File: src/rtl/hazard_scoreboard_if.sv
// Pipeline-to-hazard-unit bundle: decode/execute hazard sources in, stall/flush/PC control out.
interface hazard_scoreboard_if #(
    parameter int unsigned RW = 5
);
    logic          ID_EX_MemRead;
    logic [RW-1:0] ID_EX_Rd;
    logic          IF_ID_Valid;
    logic [RW-1:0] IF_ID_Rs1;
    logic [RW-1:0] IF_ID_Rs2;
    logic          IF_ID_Rs1_Used;
    logic          IF_ID_Rs2_Used;
    logic          IF_ID_Long;
    logic [RW-1:0] IF_ID_Rd;
    logic          WB_Long_Valid;
    logic [RW-1:0] WB_Long_Rd;
    logic          Branchflag;
    logic          EXE_MEM_Branch;
    logic          EXE_MEM_Jump;
    logic          EXE_MEM_Jalr;
    logic          ID_Interrupt_Confirm;
    logic          ID_Interrupt_Confirm_Timer;
    logic          MEM_MRET;
    logic          AXI_Stall;
    logic          Hazard_Stall;
    logic          Hazard_Flush;
    logic [2:0]    PcSel;
    logic          Sb_Full;
    logic [31:0]   Stall_Count;

    modport master (
        output ID_EX_MemRead, ID_EX_Rd, IF_ID_Valid, IF_ID_Rs1, IF_ID_Rs2,
               IF_ID_Rs1_Used, IF_ID_Rs2_Used, IF_ID_Long, IF_ID_Rd,
               WB_Long_Valid, WB_Long_Rd, Branchflag, EXE_MEM_Branch,
               EXE_MEM_Jump, EXE_MEM_Jalr, ID_Interrupt_Confirm,
               ID_Interrupt_Confirm_Timer, MEM_MRET, AXI_Stall,
        input  Hazard_Stall, Hazard_Flush, PcSel, Sb_Full, Stall_Count
    );

    modport slave (
        input  ID_EX_MemRead, ID_EX_Rd, IF_ID_Valid, IF_ID_Rs1, IF_ID_Rs2,
               IF_ID_Rs1_Used, IF_ID_Rs2_Used, IF_ID_Long, IF_ID_Rd,
               WB_Long_Valid, WB_Long_Rd, Branchflag, EXE_MEM_Branch,
               EXE_MEM_Jump, EXE_MEM_Jalr, ID_Interrupt_Confirm,
               ID_Interrupt_Confirm_Timer, MEM_MRET, AXI_Stall,
        output Hazard_Stall, Hazard_Flush, PcSel, Sb_Full, Stall_Count
    );
endinterface

File: src/rtl/hazard_scoreboard.sv
// Hazard unit: load-use and long-latency scoreboard stalls, structural stall on a full
// scoreboard, redirect flush with programmable length, next-PC select, stall statistics.
module hazard_scoreboard #(
    parameter int unsigned RW        = 5,
    parameter int unsigned MAX_PEND  = 4,
    parameter int unsigned FLUSH_CYC = 1
) (
    input  logic clk,
    input  logic rst,
    hazard_scoreboard_if.slave hz
);
    localparam int unsigned NREG = 1 << RW;
    localparam int unsigned PW   = 4;
    localparam int unsigned FW   = 2;

    logic [NREG-1:0] busy_q, busy_d;
    logic [PW-1:0]   pend_q, pend_d;
    logic [FW-1:0]   flush_q, flush_d;
    logic [31:0]     stall_cnt_q, stall_cnt_d;

    logic sb_full;
    logic load_use, sb_stall, struct_stall;
    logic rs1_busy, rs2_busy;
    logic br_taken, redirect;
    logic flush_c, stall_c, issue, wb_dec;
    logic [2:0] pcsel_c;

    assign sb_full = rst && (pend_q == PW'(MAX_PEND));

    // Source-operand hazards; a same-cycle writeback to the source bypasses the busy bit.
    always_comb begin
        load_use = hz.ID_EX_MemRead && (hz.ID_EX_Rd != '0) &&
                   ((hz.IF_ID_Rs1_Used && (hz.IF_ID_Rs1 == hz.ID_EX_Rd)) ||
                    (hz.IF_ID_Rs2_Used && (hz.IF_ID_Rs2 == hz.ID_EX_Rd)));
        rs1_busy = hz.IF_ID_Rs1_Used && busy_q[hz.IF_ID_Rs1] &&
                   !(hz.WB_Long_Valid && (hz.WB_Long_Rd == hz.IF_ID_Rs1));
        rs2_busy = hz.IF_ID_Rs2_Used && busy_q[hz.IF_ID_Rs2] &&
                   !(hz.WB_Long_Valid && (hz.WB_Long_Rd == hz.IF_ID_Rs2));
        sb_stall     = rs1_busy || rs2_busy;
        struct_stall = hz.IF_ID_Valid && hz.IF_ID_Long && sb_full;
    end

    // Redirects: flush, PC select; both suppressed during reset and bus freeze.
    always_comb begin
        br_taken = hz.EXE_MEM_Branch && hz.Branchflag;
        redirect = br_taken || hz.EXE_MEM_Jump || hz.EXE_MEM_Jalr ||
                   hz.ID_Interrupt_Confirm || hz.ID_Interrupt_Confirm_Timer ||
                   hz.MEM_MRET;
        flush_c  = rst && !hz.AXI_Stall && (redirect || (flush_q != '0));
        stall_c  = rst && !hz.AXI_Stall && !flush_c && hz.IF_ID_Valid &&
                   (load_use || sb_stall || struct_stall);
        pcsel_c  = 3'b000;
        if (rst && !hz.AXI_Stall) begin
            if (hz.MEM_MRET)
                pcsel_c = 3'b100;
            else if (br_taken)
                pcsel_c = 3'b001;
            else if (hz.EXE_MEM_Jump || hz.EXE_MEM_Jalr)
                pcsel_c = 3'b010;
            else if (hz.ID_Interrupt_Confirm || hz.ID_Interrupt_Confirm_Timer)
                pcsel_c = 3'b011;
        end
        issue  = hz.IF_ID_Valid && hz.IF_ID_Long && !stall_c && !flush_c && !hz.AXI_Stall;
        wb_dec = hz.WB_Long_Valid && (pend_q != '0);
    end

    assign hz.Hazard_Stall = stall_c;
    assign hz.Hazard_Flush = flush_c;
    assign hz.PcSel        = pcsel_c;
    assign hz.Sb_Full      = sb_full;
    assign hz.Stall_Count  = stall_cnt_q;

    // Next-state: writeback clears apply even while frozen; an issue to the same register wins.
    always_comb begin
        busy_d      = busy_q;
        pend_d      = pend_q;
        flush_d     = flush_q;
        stall_cnt_d = stall_cnt_q;

        if (hz.WB_Long_Valid)
            busy_d[hz.WB_Long_Rd] = 1'b0;
        if (issue)
            busy_d[hz.IF_ID_Rd] = 1'b1;
        busy_d[0] = 1'b0;

        if (issue && !wb_dec)
            pend_d = pend_q + PW'(1);
        else if (!issue && wb_dec)
            pend_d = pend_q - PW'(1);

        if (!hz.AXI_Stall) begin
            if (redirect)
                flush_d = FW'(FLUSH_CYC - 1);
            else if (flush_q != '0)
                flush_d = flush_q - FW'(1);
        end

        if (stall_c && (stall_cnt_q != '1))
            stall_cnt_d = stall_cnt_q + 32'd1;
    end

    always_ff @(posedge clk) begin
        if (!rst) begin
            busy_q      <= '0;
            pend_q      <= '0;
            flush_q     <= '0;
            stall_cnt_q <= '0;
        end else begin
            busy_q      <= busy_d;
            pend_q      <= pend_d;
            flush_q     <= flush_d;
            stall_cnt_q <= stall_cnt_d;
        end
    end
endmodule

File: src/flat_wrapper.sv
// flat-port wrapper written by rule: the top's interface ports become plain ports
module hazard_scoreboard_flat 
#(
    parameter int unsigned RW        = 5,
    parameter int unsigned MAX_PEND  = 4,
    parameter int unsigned FLUSH_CYC = 1
)
  (clk, rst, hz_ID_EX_MemRead, hz_ID_EX_Rd, hz_IF_ID_Valid, hz_IF_ID_Rs1, hz_IF_ID_Rs2, hz_IF_ID_Rs1_Used, hz_IF_ID_Rs2_Used, hz_IF_ID_Long, hz_IF_ID_Rd, hz_WB_Long_Valid, hz_WB_Long_Rd, hz_Branchflag, hz_EXE_MEM_Branch, hz_EXE_MEM_Jump, hz_EXE_MEM_Jalr, hz_ID_Interrupt_Confirm, hz_ID_Interrupt_Confirm_Timer, hz_MEM_MRET, hz_AXI_Stall, hz_Hazard_Stall, hz_Hazard_Flush, hz_PcSel, hz_Sb_Full, hz_Stall_Count);
  hazard_scoreboard_if #(.RW(RW)) hz_i ();
  input  logic clk;
  input  logic rst;
  input wire logic [$bits(hz_i.ID_EX_MemRead)-1:0] hz_ID_EX_MemRead;
  input wire logic [$bits(hz_i.ID_EX_Rd)-1:0] hz_ID_EX_Rd;
  input wire logic [$bits(hz_i.IF_ID_Valid)-1:0] hz_IF_ID_Valid;
  input wire logic [$bits(hz_i.IF_ID_Rs1)-1:0] hz_IF_ID_Rs1;
  input wire logic [$bits(hz_i.IF_ID_Rs2)-1:0] hz_IF_ID_Rs2;
  input wire logic [$bits(hz_i.IF_ID_Rs1_Used)-1:0] hz_IF_ID_Rs1_Used;
  input wire logic [$bits(hz_i.IF_ID_Rs2_Used)-1:0] hz_IF_ID_Rs2_Used;
  input wire logic [$bits(hz_i.IF_ID_Long)-1:0] hz_IF_ID_Long;
  input wire logic [$bits(hz_i.IF_ID_Rd)-1:0] hz_IF_ID_Rd;
  input wire logic [$bits(hz_i.WB_Long_Valid)-1:0] hz_WB_Long_Valid;
  input wire logic [$bits(hz_i.WB_Long_Rd)-1:0] hz_WB_Long_Rd;
  input wire logic [$bits(hz_i.Branchflag)-1:0] hz_Branchflag;
  input wire logic [$bits(hz_i.EXE_MEM_Branch)-1:0] hz_EXE_MEM_Branch;
  input wire logic [$bits(hz_i.EXE_MEM_Jump)-1:0] hz_EXE_MEM_Jump;
  input wire logic [$bits(hz_i.EXE_MEM_Jalr)-1:0] hz_EXE_MEM_Jalr;
  input wire logic [$bits(hz_i.ID_Interrupt_Confirm)-1:0] hz_ID_Interrupt_Confirm;
  input wire logic [$bits(hz_i.ID_Interrupt_Confirm_Timer)-1:0] hz_ID_Interrupt_Confirm_Timer;
  input wire logic [$bits(hz_i.MEM_MRET)-1:0] hz_MEM_MRET;
  input wire logic [$bits(hz_i.AXI_Stall)-1:0] hz_AXI_Stall;
  output wire logic [$bits(hz_i.Hazard_Stall)-1:0] hz_Hazard_Stall;
  output wire logic [$bits(hz_i.Hazard_Flush)-1:0] hz_Hazard_Flush;
  output wire logic [$bits(hz_i.PcSel)-1:0] hz_PcSel;
  output wire logic [$bits(hz_i.Sb_Full)-1:0] hz_Sb_Full;
  output wire logic [$bits(hz_i.Stall_Count)-1:0] hz_Stall_Count;
  assign hz_i.ID_EX_MemRead = hz_ID_EX_MemRead;
  assign hz_i.ID_EX_Rd = hz_ID_EX_Rd;
  assign hz_i.IF_ID_Valid = hz_IF_ID_Valid;
  assign hz_i.IF_ID_Rs1 = hz_IF_ID_Rs1;
  assign hz_i.IF_ID_Rs2 = hz_IF_ID_Rs2;
  assign hz_i.IF_ID_Rs1_Used = hz_IF_ID_Rs1_Used;
  assign hz_i.IF_ID_Rs2_Used = hz_IF_ID_Rs2_Used;
  assign hz_i.IF_ID_Long = hz_IF_ID_Long;
  assign hz_i.IF_ID_Rd = hz_IF_ID_Rd;
  assign hz_i.WB_Long_Valid = hz_WB_Long_Valid;
  assign hz_i.WB_Long_Rd = hz_WB_Long_Rd;
  assign hz_i.Branchflag = hz_Branchflag;
  assign hz_i.EXE_MEM_Branch = hz_EXE_MEM_Branch;
  assign hz_i.EXE_MEM_Jump = hz_EXE_MEM_Jump;
  assign hz_i.EXE_MEM_Jalr = hz_EXE_MEM_Jalr;
  assign hz_i.ID_Interrupt_Confirm = hz_ID_Interrupt_Confirm;
  assign hz_i.ID_Interrupt_Confirm_Timer = hz_ID_Interrupt_Confirm_Timer;
  assign hz_i.MEM_MRET = hz_MEM_MRET;
  assign hz_i.AXI_Stall = hz_AXI_Stall;
  assign hz_Hazard_Stall = hz_i.Hazard_Stall;
  assign hz_Hazard_Flush = hz_i.Hazard_Flush;
  assign hz_PcSel = hz_i.PcSel;
  assign hz_Sb_Full = hz_i.Sb_Full;
  assign hz_Stall_Count = hz_i.Stall_Count;
  hazard_scoreboard #(.RW(RW), .MAX_PEND(MAX_PEND), .FLUSH_CYC(FLUSH_CYC)) u_core (.clk(clk), .rst(rst), .hz(hz_i));
endmodule
File: config.mk
export PLATFORM = sky130hd
export DESIGN_NAME = hazard_scoreboard_flat
export DESIGN_NICKNAME = d
export VERILOG_FILES = /design/src/rtl/hazard_scoreboard_if.sv /design/src/rtl/hazard_scoreboard.sv /design/src/flat_wrapper.sv
export SDC_FILE = /design/constraint.sdc
export NUM_CORES = 1
export LEC_CHECK = 0
export CAP_MARGIN = 20
export CORE_ASPECT_RATIO = 0.5
export CORE_UTILIZATION = 48
export CTS_CLUSTER_DIAMETER = 60
export DETAILED_ROUTE_END_ITERATION = 8
export PLACE_DENSITY = 0.77
export SLEW_MARGIN = 20
export SYNTH_ARGS = -nofsm -noshare
export SYNTH_HDL_FRONTEND = slang
export SYNTH_SLANG_ARGS = --single-unit
export TNS_END_PERCENT = 5
File: constraint.sdc
create_clock -name clk -period 4.8 [get_ports clk]
set_clock_uncertainty 0.15 [all_clocks]
set_input_delay 1.44 -clock clk [delete_from_list [all_inputs] [get_ports clk]]
set_output_delay 1.44 -clock clk [all_outputs]
set_load 0.005 [all_outputs]
==> flow_summary.ini <==
[drt]
first_pass_iters = 5
ant_nets = 0
vias_per_cell = 5.93
routed_wl_um = 11900
top_layer = met4
routedWlPerCell_um = 16.9
drc = 0
route.layer.met1.wl_um = 5300
vias = 4190
dr_wl_met3_um = 742
dr_wl_met2_um = 5680
drt_iter0_drc = 229

[clock_tree]
cts.sinks = 69
cts_hold_buf = 0
root_buffer = clkbuf_16
cts_buffer_depth = 2
htree_levels = 3
cts_tree = yes
cts_buffers = 9
clk_pin_slew_ps = 60
clock_latency_ps = 340

[sta]
fin_crit_sh = 0.988
min_period_ps = 4740
max_freq_ghz = 0.211
holdWs_ps = 338
setup_violations = 0
slew_headroom = 0.621
setup_slack_ps = 57.7
final_max_slew_viol_count = 0
hold_viol = 0
worst_slew_pin_slew_ps = 564

[final_layout]
final_area_um2 = 5830
n_fill_cell = 639
fin_nets = 636
multi_input_area_um2 = 2770
n_antenna_cell = 0
mostFrequentLayoutCells = 69 x clkdlybuf4s50_1, 69 x dfxtp_1, 43 x buf_4
synthToLayoutAreaGrowth_pct = 36.6
register_area_um2 = 1380
stdcell_count = 706
drive_gt1_frac = 0.173

[power]
intPower_w = 0.00123
total_power_w = 0.00165
p_comb_frac = 0.191
seqPwrFrac = 0.370
p_per_area_nw_per_um2 = 284
cellLeakagePower_nw = 2.05
power_frac_clock = 0.439
switching_share = 0.258
p_sw_w = 0.000427
max-vdd-ir-drop_uv = 175

[critical_path]
rr_startpoint = u_core.busy_q[26]
crit_top_cell = buf_6
cp-end-kind = primary output
cp_num_buf_inv = 3
critPathKind = primary input to primary output
setup.worst_path.start = hz_IF_ID_Rs2[1]
critPathMaxStageDelay_ps = 470
cp_top_family = buffers and inverters
start_kind = primary input
arrival_ps = 3150
worstPathCellList = clkdlybuf4s50_1, buf_6, mux2i_1, mux2_4, o211ai_1, nand2_1, o221ai_4, buf_6
critPathMaxFanout = 8
crit_path_top_delay_cell = clkdlybuf4s50_1
crit_required_ps = 3210

[global_routing]
grtUsageTotal = 0.264
grt_pass1_vias = 3822
overflow = 0
grt_start_max_net_pins = 58
antenna_found_initial = 0
grt_pass1_wl_um = 18700

[synth]
synthAdderAreaFrac = 0.0194
synth_top_family_by_area = simple AND/OR/NAND/NOR gates
synth-xor-area-share = 0.0637
ys_async_sr_fraction = 0
synth_cells = 480
synth.avg_cell_area_um2 = 8.89
yosys_warnings = 0
ys_ff_latch = 69
syn_area_um2 = 4270
syn_nets = 527
synth-simple-area-share = 0.241
synth_edf_count = 0
ys.flop_type = dfxtp_1
muxShareOfSynthArea = 0.127
synth_cell_type_count = 59
synth_compound_gate_area_share = 0.177
ys_seq_area_frac = 0.324

[placement]
placed_area_um2 = 5370
post-place-cells = 688
routabilityCongestion = 0.865
port_buffers = 78
place_ws_ps = -652
dp_hpwl_um = 8640

[floorplanning]
die_h_um = 68.7
fp.dieW_um = 135
die_area_um2 = 9290
io_pins = 79
initial_utilization = 0.515
rows = 23
design.core.area_um2 = 8290

[run_status]
outcome = finished, final reports clean

[hold_path]
worstHoldStart = u_core.hz.Stall_Count[27]
hp-class = flop to flop

[job]
cap_violations = 0
==> metrics by stage <==
step	util	setup TNS, ps
after floorplan	-	0
after global placement	0.648	-1850
after detailed placement	0.648	-2010
after CTS	0.693	0
after global routing	0.703	-2.70
final	0.703	0
==> synthesized netlist by cell type (3+ instances only) <==
master | count | area [µm²]
mux4_2 | 8 | 180
nand3_1 | 18 | 90.1
mux4_1 | 5 | 131
nor3_1 | 9 | 45.0
o21a_1 | 4 | 30.0
buf_6 | 6 | 67.6
xor2_1 | 7 | 61.3
buf_2 | 4 | 20.0
nand2b_1 | 9 | 56.3
o211a_1 | 4 | 40.0
or3_1 | 11 | 68.8
nand4b_1 | 3 | 26.3
o21ai_0 | 40 | 200
nand2_1 | 39 | 146
dfxtp_1 | 69 | 1380
o211ai_1 | 33 | 248
clkbuf_1 | 15 | 56.3
o41ai_1 | 3 | 26.3
or3b_2 | 4 | 35.0
or4_1 | 4 | 30.0
nor3b_1 | 4 | 30.0
nand4_1 | 15 | 93.8
and3_1 | 7 | 43.8
inv_1 | 9 | 33.8
ha_1 | 5 | 62.6
o31ai_1 | 3 | 22.5
a21oi_1 | 17 | 85.1
mux2i_1 | 22 | 220
nand3b_1 | 11 | 82.6
nor2_1 | 28 | 105
nor4_1 | 9 | 56.3
xnor2_1 | 24 | 210
==> layer usage <==
| layer | vias to the layer above | GRT usage |
|---|---|---|
| li1 | 2032 | - |
| met3 | 21 | 0.0577 |
| met2 | 141 | 0.460 |
| met5 | - | 0 |
| met1 | 1996 | 0.331 |
| met4 | 0 | 0.0885 |
==> final timing paths <==
kind / slack, ps / cells after the start / end
min: 340 / 2 / u_core.hz.Stall_Count[27]
max: 60 / 8 / hz_Hazard_Stall
min reg2reg: 340 / 2 / u_core.hz.Stall_Count[27]
max reg2reg: 1300 / 15 / u_core.pend_q[3]
==> sequential cells by signal (all words and copies together), names as in the netlist <==
signal / cells
u_core.flush_q: 2
u_core.pend_q: 4
u_core.busy_q: 31
u_core.hz.Stall_Count: 32
==> final cells by class <==
| cell class | instances | share of cell area |
|---|---|---|
| flip-flops and latches | 69 | 0.237 |
| inverters | 10 | 0.00644 |
| clock buffers | 10 | 0.0410 |
| multi-input cells | 372 | 0.476 |
| clock inverters | 6 | 0.0148 |
| repair buffers | 127 | 0.200 |
| well taps | 112 | 0.0241 |
==> timing repair <==
item | 4_1_cts | 5_1_grt
resized for setup | 19 | 19
gates cloned | 0 | 0
pin swaps | 3 | 12
setup buffers | 2 | 0
setup endpoints to repair | 3 | 3
==> cell families after synthesis <==
kind of cell,after synthesis
xor gates and xnor gates,31
AOI/OAI and AO/OA,116
buffers and inverters,39
DFF,69
adders and majority gates,6
muxes,36
and+or+nand+nor,183
==> power groups by stage <==
stage | clock network (W) | registers, W | logic [W]
6_report | 0.000725 | 0.000613 | 0.000316
5_1_grt | 0.000753 | 0.000616 | 0.000340
4_1_cts | 0.000728 | 0.000609 | 0.000283
3_5_place_dp | 0 | 0.000621 | 0.000271
3_3_place_gp | 0 | 0.000621 | 0.000266
2_1_floorplan | 0 | 0.000616 | 0.000159
==> worst register-to-register path, delay by kind of cell, from the launching register on <==
| kind | cells | cell delay [ps] |
|---|---|---|
| AO/OA/AOI/OAI | 6 | 890 |
| AND/OR/NAND/NOR | 3 | 760 |
| adder cells (fa/ha/maj) | 2 | 480 |
| multiplexers | 1 | 500 |
| XOR/XNOR | 1 | 100 |
| flip-flops | 1 | 340 |
| buffers and inverters | 2 | 200 |
Power figures use the tool's default switching activity.
